`config.mk`:
```
export PLATFORM = sky130hd
export DESIGN_NAME = seq_shift_unit_flat
export DESIGN_NICKNAME = d
export VERILOG_FILES = /design/src/rtl/seq_shift_unit_if.sv /design/src/rtl/seq_shift_unit.sv /design/src/flat_wrapper.sv
export SDC_FILE = /design/constraint.sdc
export NUM_CORES = 1
export LEC_CHECK = 0
export CELL_PAD_IN_SITES_DETAIL_PLACEMENT = 1
export CELL_PAD_IN_SITES_GLOBAL_PLACEMENT = 1
export CORE_UTILIZATION = 25
export CTS_CLUSTER_DIAMETER = 60
export CTS_CLUSTER_SIZE = 10
export DETAILED_ROUTE_END_ITERATION = 8
export PLACE_DENSITY_LB_ADDON = 0.1
export REMOVE_ABC_BUFFERS = 1
export SKIP_CTS_REPAIR_TIMING = 1
export SYNTH_ARGS = -nofsm -noshare
export SYNTH_HDL_FRONTEND = slang
export SYNTH_SLANG_ARGS = --single-unit
```
`constraint.sdc`:
```
create_clock -name clk -period 2.37 [get_ports clk]
set_input_delay 0.5925 -clock clk [delete_from_list [all_inputs] [get_ports clk]]
set_output_delay 0.5925 -clock clk [all_outputs]
set_load 0.005 [all_outputs]
```
`src/rtl/seq_shift_unit_if.sv`:
```
// Handshake/data bundle for seq_shift_unit: command side (in_*), result side (out_*), busy flag.
interface seq_shift_unit_if #(
  parameter int unsigned WIDTH = 32
);
  logic             in_valid;
  logic             in_ready;
  logic [WIDTH-1:0] a;
  logic [4:0]       shamt;
  logic             op;
  logic             sra;
  logic             rotate;
  logic             out_valid;
  logic             out_ready;
  logic [WIDTH-1:0] out_data;
  logic             busy;

  modport master (
    output in_valid, a, shamt, op, sra, rotate, out_ready,
    input  in_ready, out_valid, out_data, busy
  );

  modport slave (
    input  in_valid, a, shamt, op, sra, rotate, out_ready,
    output in_ready, out_valid, out_data, busy
  );
endinterface

```
`src/rtl/seq_shift_unit.sv`:
```
// Multi-cycle 32-bit shift/rotate unit: coarse 4-bit then fine 1-bit steps, one step per clock.
// Optional macro SEQ_SHIFT_STEP16_EN adds a top-priority 16-bit step (same results, lower latency).
module seq_shift_unit #(
  parameter int unsigned WIDTH  = 32,
  parameter int unsigned COARSE = 4
) (
  input logic               clk,
  input logic               rst,
  seq_shift_unit_if.slave   bus
);
  localparam logic [1:0] S_IDLE  = 2'd0;
  localparam logic [1:0] S_SHIFT = 2'd1;
  localparam logic [1:0] S_DONE  = 2'd2;

  logic [1:0]       state;
  logic [WIDTH-1:0] data;
  logic [4:0]       rem;
  logic             op_r;
  logic             sra_r;
  logic             rot_r;
  logic [4:0]       step_amt;
  logic [5:0]       comp_amt;
  logic [WIDTH-1:0] stepped;

  // Largest step that does not exceed rem, so rem never underflows.
  always_comb begin
    step_amt = 5'd1;
`ifdef SEQ_SHIFT_STEP16_EN
    if (rem >= 5'd16)
      step_amt = 5'd16;
    else if (rem >= 5'(COARSE))
      step_amt = 5'(COARSE);
`else
    if (rem >= 5'(COARSE))
      step_amt = 5'(COARSE);
`endif
  end

  assign comp_amt = 6'(WIDTH) - {1'b0, step_amt};

  always_comb begin
    stepped = data;
    if (rot_r) begin
      if (op_r)
        stepped = (data >> step_amt) | (data << comp_amt);
      else
        stepped = (data << step_amt) | (data >> comp_amt);
    end else if (op_r) begin
      if (sra_r)
        stepped = $unsigned($signed(data) >>> step_amt);
      else
        stepped = data >> step_amt;
    end else begin
      stepped = data << step_amt;
    end
  end

  always_ff @(posedge clk) begin
    if (rst) begin
      state <= S_IDLE;
      data  <= '0;
      rem   <= '0;
      op_r  <= 1'b0;
      sra_r <= 1'b0;
      rot_r <= 1'b0;
    end else begin
      case (state)
        S_IDLE: begin
          if (bus.in_valid) begin
            data  <= bus.a;
            rem   <= bus.shamt;
            op_r  <= bus.op;
            sra_r <= bus.sra;
            rot_r <= bus.rotate;
            state <= (bus.shamt == 5'd0) ? S_DONE : S_SHIFT;
          end
        end
        S_SHIFT: begin
          data <= stepped;
          rem  <= rem - step_amt;
          if (rem == step_amt)
            state <= S_DONE;
        end
        S_DONE: begin
          if (bus.out_ready)
            state <= S_IDLE;
        end
        default: state <= S_IDLE;
      endcase
    end
  end

  assign bus.in_ready  = (state == S_IDLE);
  assign bus.busy      = (state == S_SHIFT) || (state == S_DONE);
  assign bus.out_valid = (state == S_DONE);
  assign bus.out_data  = (state == S_DONE) ? data : '0;
endmodule

```
`src/flat_wrapper.sv`:
```
// flat-port wrapper written by rule: the top's interface ports become plain ports
module seq_shift_unit_flat 
#(
  parameter int unsigned WIDTH  = 32,
  parameter int unsigned COARSE = 4
)
  (clk, rst, bus_in_valid, bus_a, bus_shamt, bus_op, bus_sra, bus_rotate, bus_out_ready, bus_in_ready, bus_out_valid, bus_out_data, bus_busy);
  seq_shift_unit_if #(.WIDTH(WIDTH)) bus_i ();
  input logic clk;
  input logic rst;
  input wire logic [$bits(bus_i.in_valid)-1:0] bus_in_valid;
  input wire logic [$bits(bus_i.a)-1:0] bus_a;
  input wire logic [$bits(bus_i.shamt)-1:0] bus_shamt;
  input wire logic [$bits(bus_i.op)-1:0] bus_op;
  input wire logic [$bits(bus_i.sra)-1:0] bus_sra;
  input wire logic [$bits(bus_i.rotate)-1:0] bus_rotate;
  input wire logic [$bits(bus_i.out_ready)-1:0] bus_out_ready;
  output wire logic [$bits(bus_i.in_ready)-1:0] bus_in_ready;
  output wire logic [$bits(bus_i.out_valid)-1:0] bus_out_valid;
  output wire logic [$bits(bus_i.out_data)-1:0] bus_out_data;
  output wire logic [$bits(bus_i.busy)-1:0] bus_busy;
  assign bus_i.in_valid = bus_in_valid;
  assign bus_i.a = bus_a;
  assign bus_i.shamt = bus_shamt;
  assign bus_i.op = bus_op;
  assign bus_i.sra = bus_sra;
  assign bus_i.rotate = bus_rotate;
  assign bus_i.out_ready = bus_out_ready;
  assign bus_in_ready = bus_i.in_ready;
  assign bus_out_valid = bus_i.out_valid;
  assign bus_out_data = bus_i.out_data;
  assign bus_busy = bus_i.busy;
  seq_shift_unit #(.WIDTH(WIDTH), .COARSE(COARSE)) u_core (.clk(clk), .rst(rst), .bus(bus_i));
endmodule
```
==> impl_results.md, run 1 <==
- Peak VDD IR: 1.030 mV
- TritonCTS clock tree: built
- Ys async rst share: 0%
- Syn Inst Count: 403
- Power Density: 1241 nW/um^2
- Pint: 2.713 mW
- Hold Path Class: flip-flop to flip-flop
- Chip Height: roughly 110 um
- Hold path endpoint: u_core.sra_r
- Largest net degree at the start of global routing: 45
- Outcome: finished clean
- Area growth, synth to finish: 40.51%
- DIE WIDTH: 110.8 um
- GRT Residual Overflow: 0
- Post-synth top area share: about 28%
- Pre-antenna DRT Iters: 5
- Vias per cell: 5.431
- Register area: 840.8 um^2
- Final setup violation count: 0
- Worst setup EP type: output port
- Net Sw Frac: 47.43%
- Post-Route WL: 12.07 mm
- Yosys Warn Count: 0
- Clk slew on worst S/H paths: 0.07 ns
- RR Endpoint: u_core.data[28]
- Number of global-route vias before repair: 3492
- Final Core Density: between 30% and 40%
- Final period util: 95.67%
- Reg2Reg Depth: 8
- IO Count: between 70 and 80
- Worst EP arrival: 1.67 ns
- RSZ-0062 raised after global routing: no
- Full die area: between 10000 and 15000 um^2
- EDFF count, synth: 0
- Cts bufs inserted: 5
- Setup WS post-layout: 0.1027 ns
- Total core area: about 11000 um^2
- F_max: 441.0 MHz
- Area of the multi-input gates: 1937 um^2
- Routability congestion estimate from global placement: just under 0.9
- Later-pin clock latency in the skew report: 0.29 ns
- Cell leakage power: 1.463 nW
- Clk sinks: 42
- Least-Margin Pin Slew: 0.4532 ns
- Yosys top cell by area: dfxtp_1
- Maximum fanout along the worst path: 20
- Top cells by area, synth: dfxtp_1, nand2_1, a21oi_1
- Critical Path Start Type: flip-flop
- Dpl cells: 614
- Seq pwr share: 27.5%
- Power, Total: 5.161 mW
- NumNets Final: 527
- Period minus WS final: 2.267 ns
- Initial antenna violation count: 0
- WHS Path Cells: 2
- Comb power frac: a little under three fifths
- IO Port Bufs: 78
- Crit Path Class: flip-flop to output port
- Yosys cell types: 44
- Drt drc: 0
- RR Startpoint: u_core.state[1]
- Post-synth top flop: dfxtp_1
- Drt wl/cell: 19.40 um
- Rows: 39
- Post-synthesis sequential area ratio: 28.41%
- CP required: 1.78 ns
- Synth Register Bits: 42
- CTS max path bufs: 2
- Clock root buffer master: clkbuf_16
- Clock Skews: 0.008318 ns
- Final hold vios: 0
- Fin. max-slew vios: 0
- Fill count: 1415
- Share of total power in the clock network: around 16%
- Layout cells sized above 1: 8.559%
- Max transition margin: between 60 and 70%
- N_diodes: 0
- Mapped Area: just under 3000 um^2
- # H-tree levels: 2
- Psw: 2.448 mW
- Detail Route Antenna Nets: 0
- Hold_sp: u_core.sra_r
- MaxCap Viol Count: 0
- FF-to-FF setup slack: between 0.2 and 0.3 ns
- Routed vias: 3378
- DRT iter0 DRCs: 158
- First-pass GRT wire length: 19.42 mm
- GRT Total Usage: 19.77%
- Avg Cell Area, Syn: ~7.3 um^2
- Fin cells: about 620
- Initial Util: around a quarter
- Dpl hpwl: a little under 9 mm
- Pre-CTS setup slack: 0.08710 ns
flip-flops by register name, indices dropped and copies added, names as in the netlist, named ones only:
register / flops
u_core.data: 31
u_core.rem: 5
u_core.state: 2
u_core.op_r: 1
u_core.rot_r: 1
u_core.sra_r: 1
final cells by class:
| type | count | area share, % |
|---|---|---|
| flip-flops and latches | 42 | 20.22 |
| clock inverters | 3 | 0.9630 |
| clock buffers | 5 | 3.009 |
| inverters | 7 | 0.7523 |
| repair buffers | 104 | 24.16 |
| well taps | 143 | 4.303 |
| multi-input cells | 318 | 46.58 |
placed cells by master (no fill, tap or decap), types with 2 or more instances in the layout:
master,netlist,layout
buf_4,0,23
a32oi_1,3,3
o21ai_0,10,10
a311oi_1,22,22
clkinv_2,0,2
o211ai_1,3,3
a221oi_1,5,5
nor2_1,15,15
nand2b_1,2,2
buf_12,0,2
mux2_2,3,3
inv_1,6,5
or4_1,3,3
nand3_1,28,28
or3_1,2,2
a21oi_1,45,45
nand2_1,68,68
a22o_1,21,21
clkbuf_16,0,5
and2_1,35,35
ha_1,5,4
and3_1,8,8
a211oi_1,3,3
a31oi_1,5,5
nor2b_1,7,7
o32ai_1,4,4
dfxtp_1,42,42
o2bb2ai_1,4,4
clkdlybuf4s50_1,0,78
o21bai_1,3,3
worst max-delay path, cell delays in order (launching register included):
cell,delay [ns]
dfxtp_1,0.32
inv_2,0.09
ha_4,0.16
buf_12,0.14
and2_1,0.16
clkdlybuf4s50_1,0.50
Yosys cell counts (all sizes together) (2+ instances only):
cell / count
a211oi: 3
a21oi: 45
a221oi: 5
a22o: 21
a311oi: 22
a31oi: 5
a32oi: 3
and2: 35
and3: 8
buf: 10
clkbuf: 26
dfxtp: 42
ha: 5
inv: 6
mux2: 4
nand2: 68
nand2b: 2
nand3: 28
nor2: 15
nor2b: 7
o211ai: 3
o21ai: 10
o21bai: 3
o2bb2ai: 4
o32ai: 4
or3: 2
or4: 3
per-layer routing:
layer  share of wire (%)  up-vias  wire (um)  global-route usage [%]
li1                    -     1647          -                       -
met1                  49     1650       5873                   27.71
met2                  46       67       5597                   31.55
met3                 3.2       14        387                   2.460
met4                 1.7        0        208                   5.867
met5                   0        -          0                       0
per-stage QoR:
| step | area, um^2 | hold slack, ns | TNS [ns] |
|---|---|---|---|
| floorplan | 2796 | 0.4389 | -12.22 |
| global placement | 3964 | 0.4613 | 0 |
| detailed placement | 3964 | 0.4753 | 0 |
| CTS | 4129 | 0.4849 | -0.4876 |
| global route | 4158 | 0.5005 | 0 |
| finish | 4158 | 0.4795 | 0 |
how the worst max path moves through the flow:
stage,start,end
floorplan,u_core.state[1],flip-flop
global placement,bus_shamt[0],u_core.state[1]
detailed placement,bus_shamt[0],u_core.state[1]
CTS,u_core.state[0],bus_out_data[31]
global route,u_core.state[0],bus_out_data[1]
finish,u_core.state[0],bus_out_data[31]
cells by family after synthesis:
group	share of synthesized area (%)
adders and majority gates	2.114
xor gates and xnor gates	0.2960
and+or+nand+nor	28.58
muxes	1.860
DFF	28.41
AOI/OAI and AO/OA	32.18
buffers and inverters	6.554
power by group through the flow:
| stage | registers (mW) | logic, mW | clock network [mW] |
|---|---|---|---|
| finish | 1.42 | 2.93 | 0.811 |
| global route | 1.47 | 3.22 | 0.860 |
| CTS | 1.41 | 2.92 | 0.824 |
| detailed placement | 1.43 | 2.92 | 0 |
| global placement | 1.43 | 2.87 | 0 |
| floorplan | 1.26 | 1.69 | 0 |
Power figures use the tool's default switching activity.
==> inputs of run 2 (changes only) <==
- CELL_PAD_IN_SITES_DETAIL_PLACEMENT: 1 -> 0
- clock period: 2.37 -> 1.9 ns (I/O delays scaled with it)
==> run 2 against run 1 <==
Net effect:
- non-clock buffer count up 32
- die area unchanged
- critical path depth up 1
- clock power up 13%
- highest routed layer unchanged
- design area up 12%
- sequential power up 17%
- first-iteration DRC count down 11%
- setup slack worse by 0.063 ns
- register-to-register slack worse by 0.21 ns
- clock skew down 0.0052 ns
- via count up 3.6%
==> impl_results.md, run 2 (synthesis gave the netlist of run 1 again) <==
- Outcome: finished clean (unchanged)
- Worst Hold Slack: 0.4892 ns (was 0.4795 ns)
- Crit Path Class: flip-flop to output port (unchanged)
- MaxCap Viol Count: 0 (unchanged)
- Full die area: 12280 um^2 (unchanged)
- Drt drc: 0 (unchanged)
- Hold Path Class: flip-flop to flip-flop (unchanged)
- Worst EP arrival: 1.38 ns (was 1.67 ns)
- Worst-path cell chain: inv_2, ha_4, buf_8, buf_6, and2_1, clkbuf_2 (was inv_2, ha_4, buf_12, and2_1, clkdlybuf4s50_1)
- Maximum fanout along the worst path: 4 (was 20)
- Final hold vios: 0 (unchanged)
- Critical Path Start Type: flip-flop (unchanged)
- DRT iter0 DRCs: 141 (was 158)
- RR Startpoint: u_core.state[0] (was u_core.state[1])
- # H-tree levels: 2 (unchanged)
- Critical Path Start: u_core.state[0] (unchanged)
- Fin cells: 654 (was 622)
- Rows: 39 (unchanged)
- Area growth, synth to finish: 57.67% (was 40.51%)
- FF-to-FF setup slack: 0.06 ns (was 0.27 ns)
- Chip Height: 110.8 um (unchanged)
- Final period util: between 90 and 100%
- Total core area: 11470 um^2 (unchanged)
- Cts bufs inserted: 5 (unchanged)
- Clk slew on worst S/H paths: 0.07 ns (about the same)
- IO Count: 79 (unchanged)
- Later-pin clock latency in the skew report: 0.29 ns (about the same)
- Period minus WS final: 1.860 ns
- Clk sinks: 42 (unchanged)
- Routability congestion estimate from global placement: 0.8405 (was 0.8673)
- Final setup violation count: 0 (unchanged)
- IO Port Bufs: 78 (unchanged)
- Number of global-route vias before repair: 3347 (was 3492)
- RR Endpoint: u_core.rem[3] (was u_core.data[28])
- First-pass GRT wire length: 18.36 mm (was 19.42 mm)
- NumNets Final: 559 (was 527)
- TritonCTS clock tree: built (unchanged)
- Initial antenna violation count: 0 (unchanged)
- Least-Margin Pin Slew: 0.3980 ns (was 0.4532 ns)
- CP endpoint: bus_out_data[31] (unchanged)
- Vias per cell: 5.349 (was 5.431)
- Post-Route WL: 11.95 mm (was 12.07 mm)
- Initial Util: 25.80% (unchanged)
- Max FFs per register: 31 (unchanged)
- CP required: 1.42 ns (was 1.78 ns)
- Dpl cells: 639 (was 614)
- Peak VDD IR: 1.148 mV (was 1.030 mV)
- Cell leakage power: 2.215 nW (was 1.463 nW)
- Clock root buffer master: clkbuf_16 (unchanged)
- N_diodes: 0 (unchanged)
- CTS max path bufs: 2 (unchanged)
- Largest reg by FF count: u_core.data (unchanged)
- Layout cells sized above 1: 18.98% (was 8.559%)
- Post-Layout Inst Area: 4666 um^2 (was 4158 um^2)
- Commonest non-fill, non-tap cell in the layout: nand2_1 (was clkdlybuf4s50_1)
- CP max stage delay: 0.34 ns (was 0.50 ns)
- Detail Route Antenna Nets: 0 (unchanged)
- Fin. max-slew vios: 0 (unchanged)
- Largest regs: u_core.data x31, u_core.rem x5, u_core.state x2 (unchanged)
- GRT Total Usage: 18.75% (was 19.77%)
- Worst setup EP type: output port (unchanged)
- Reg2Reg Depth: 8 (unchanged)
- Largest net degree at the start of global routing: 45 (unchanged)
- Clock Skews: 0.003158 ns (was 0.008318 ns)
- GRT Residual Overflow: 0 (unchanged)
- Dpl hpwl: 8.726 mm (was 8.911 mm)
- Crit-path slowest cell: dfxtp_2 (was clkdlybuf4s50_1)
- Drt wl/cell: 18.27 um (was 19.40 um)
- Pre-antenna DRT Iters: 4 (was 5)
- DIE WIDTH: 110.8 um (unchanged)
- Max transition margin: 73.23% (was 69.75%)
- Power Density: 1525 nW/um^2 (was 1241 nW/um^2)
- Commonest non-fill, non-tap cells in the layout: nand2_1, buf_4, a21oi_1 (was clkdlybuf4s50_1, nand2_1, a21oi_1)
- Placed Instance Area: 4177 um^2 (was 3964 um^2)
- Routed vias: 3498 (was 3378)
- F_max: 537.7 MHz
run 2: cell types whose count changed in the layout (fill, tap and decap cells not counted), moves of 3 or more:
cell,before,now
buf_4,23,48
clkbuf_2,0,4
clkdlybuf4s50_1,78,43
dlymetal6s2s_1,0,31
ha_1,4,1
ha_4,1,4
run 2: how the worst min path moves through the flow:
stage                        startpoint             to  slack, ns  cells after the start
final                      u_core.sra_r   u_core.sra_r       0.49                      2
after global placement    u_core.rem[1]  u_core.rem[1]       0.47                      2
after detailed placement  u_core.rem[1]  u_core.rem[1]       0.47                      2
after floorplan            u_core.sra_r   u_core.sra_r       0.44                      2
after CTS                  u_core.sra_r   u_core.sra_r       0.49                      2
after global routing      u_core.rem[1]  u_core.rem[1]       0.52                      2
run 2: per-stage QoR:
stage	worst slack (ns)	power [mW]	TNS (ns)	util (%)
6_report	0.04011	7.114	0	40.69
3_3_place_gp	-0.1938	5.674	-5.727	36.42
3_5_place_dp	-0.1950	5.636	-6.617	36.42
5_1_grt	-0.008129	7.613	-0.008129	40.69
2_1_floorplan	-0.9525	3.688	-29.48	-
4_1_cts	-0.4094	6.568	-12.71	37.74
run 2: critical path: cells and delay by family (launching register included):
kind | cells | cell delay [ns]
adders and majority gates | 1 | 0.19
buffers and inverters | 4 | 0.41
DFF | 1 | 0.34
and+or+nand+nor | 1 | 0.16
run 2: per-layer routing:
layer / GRT usage, % / routed length (um) / share of wire [%] / vias to the layer above
li1: - / - / - / 1715
met1: 26.06 / 5634 / 47 / 1669
met2: 29.52 / 5512 / 46 / 99
met3: 2.460 / 525 / 4.4 / 15
met4: 6.756 / 279 / 2.3 / 0
met5: 0 / 0 / 0 / -
run 2: area by class of cell:
| type | count | area (um^2) |
|---|---|---|
| inverter | 7 | 31.28 |
| timing repair buffer | 136 | 1385 |
| fill | 1216 | 6802 |
| tap | 143 | 178.9 |
| clock buffer | 6 | 138.9 |
| sequential | 42 | 843.3 |
| clock inverter | 2 | 12.51 |
| multi-input combinational | 318 | 2076 |
run 2: power breakdown:
group	internal, mW	leakage (nW)	switching, mW
clock	0.522	0.0729	0.393
combinational	2.08	1.79	2.46
sequential	1.26	0.347	0.396
total	3.86	2.22	3.25
==> inputs of run 3 (changes only) <==
- SLEW_MARGIN: default -> 10
==> results of run 3 <==
The final DEF is identical to that of run 2; final timing and power are the same.
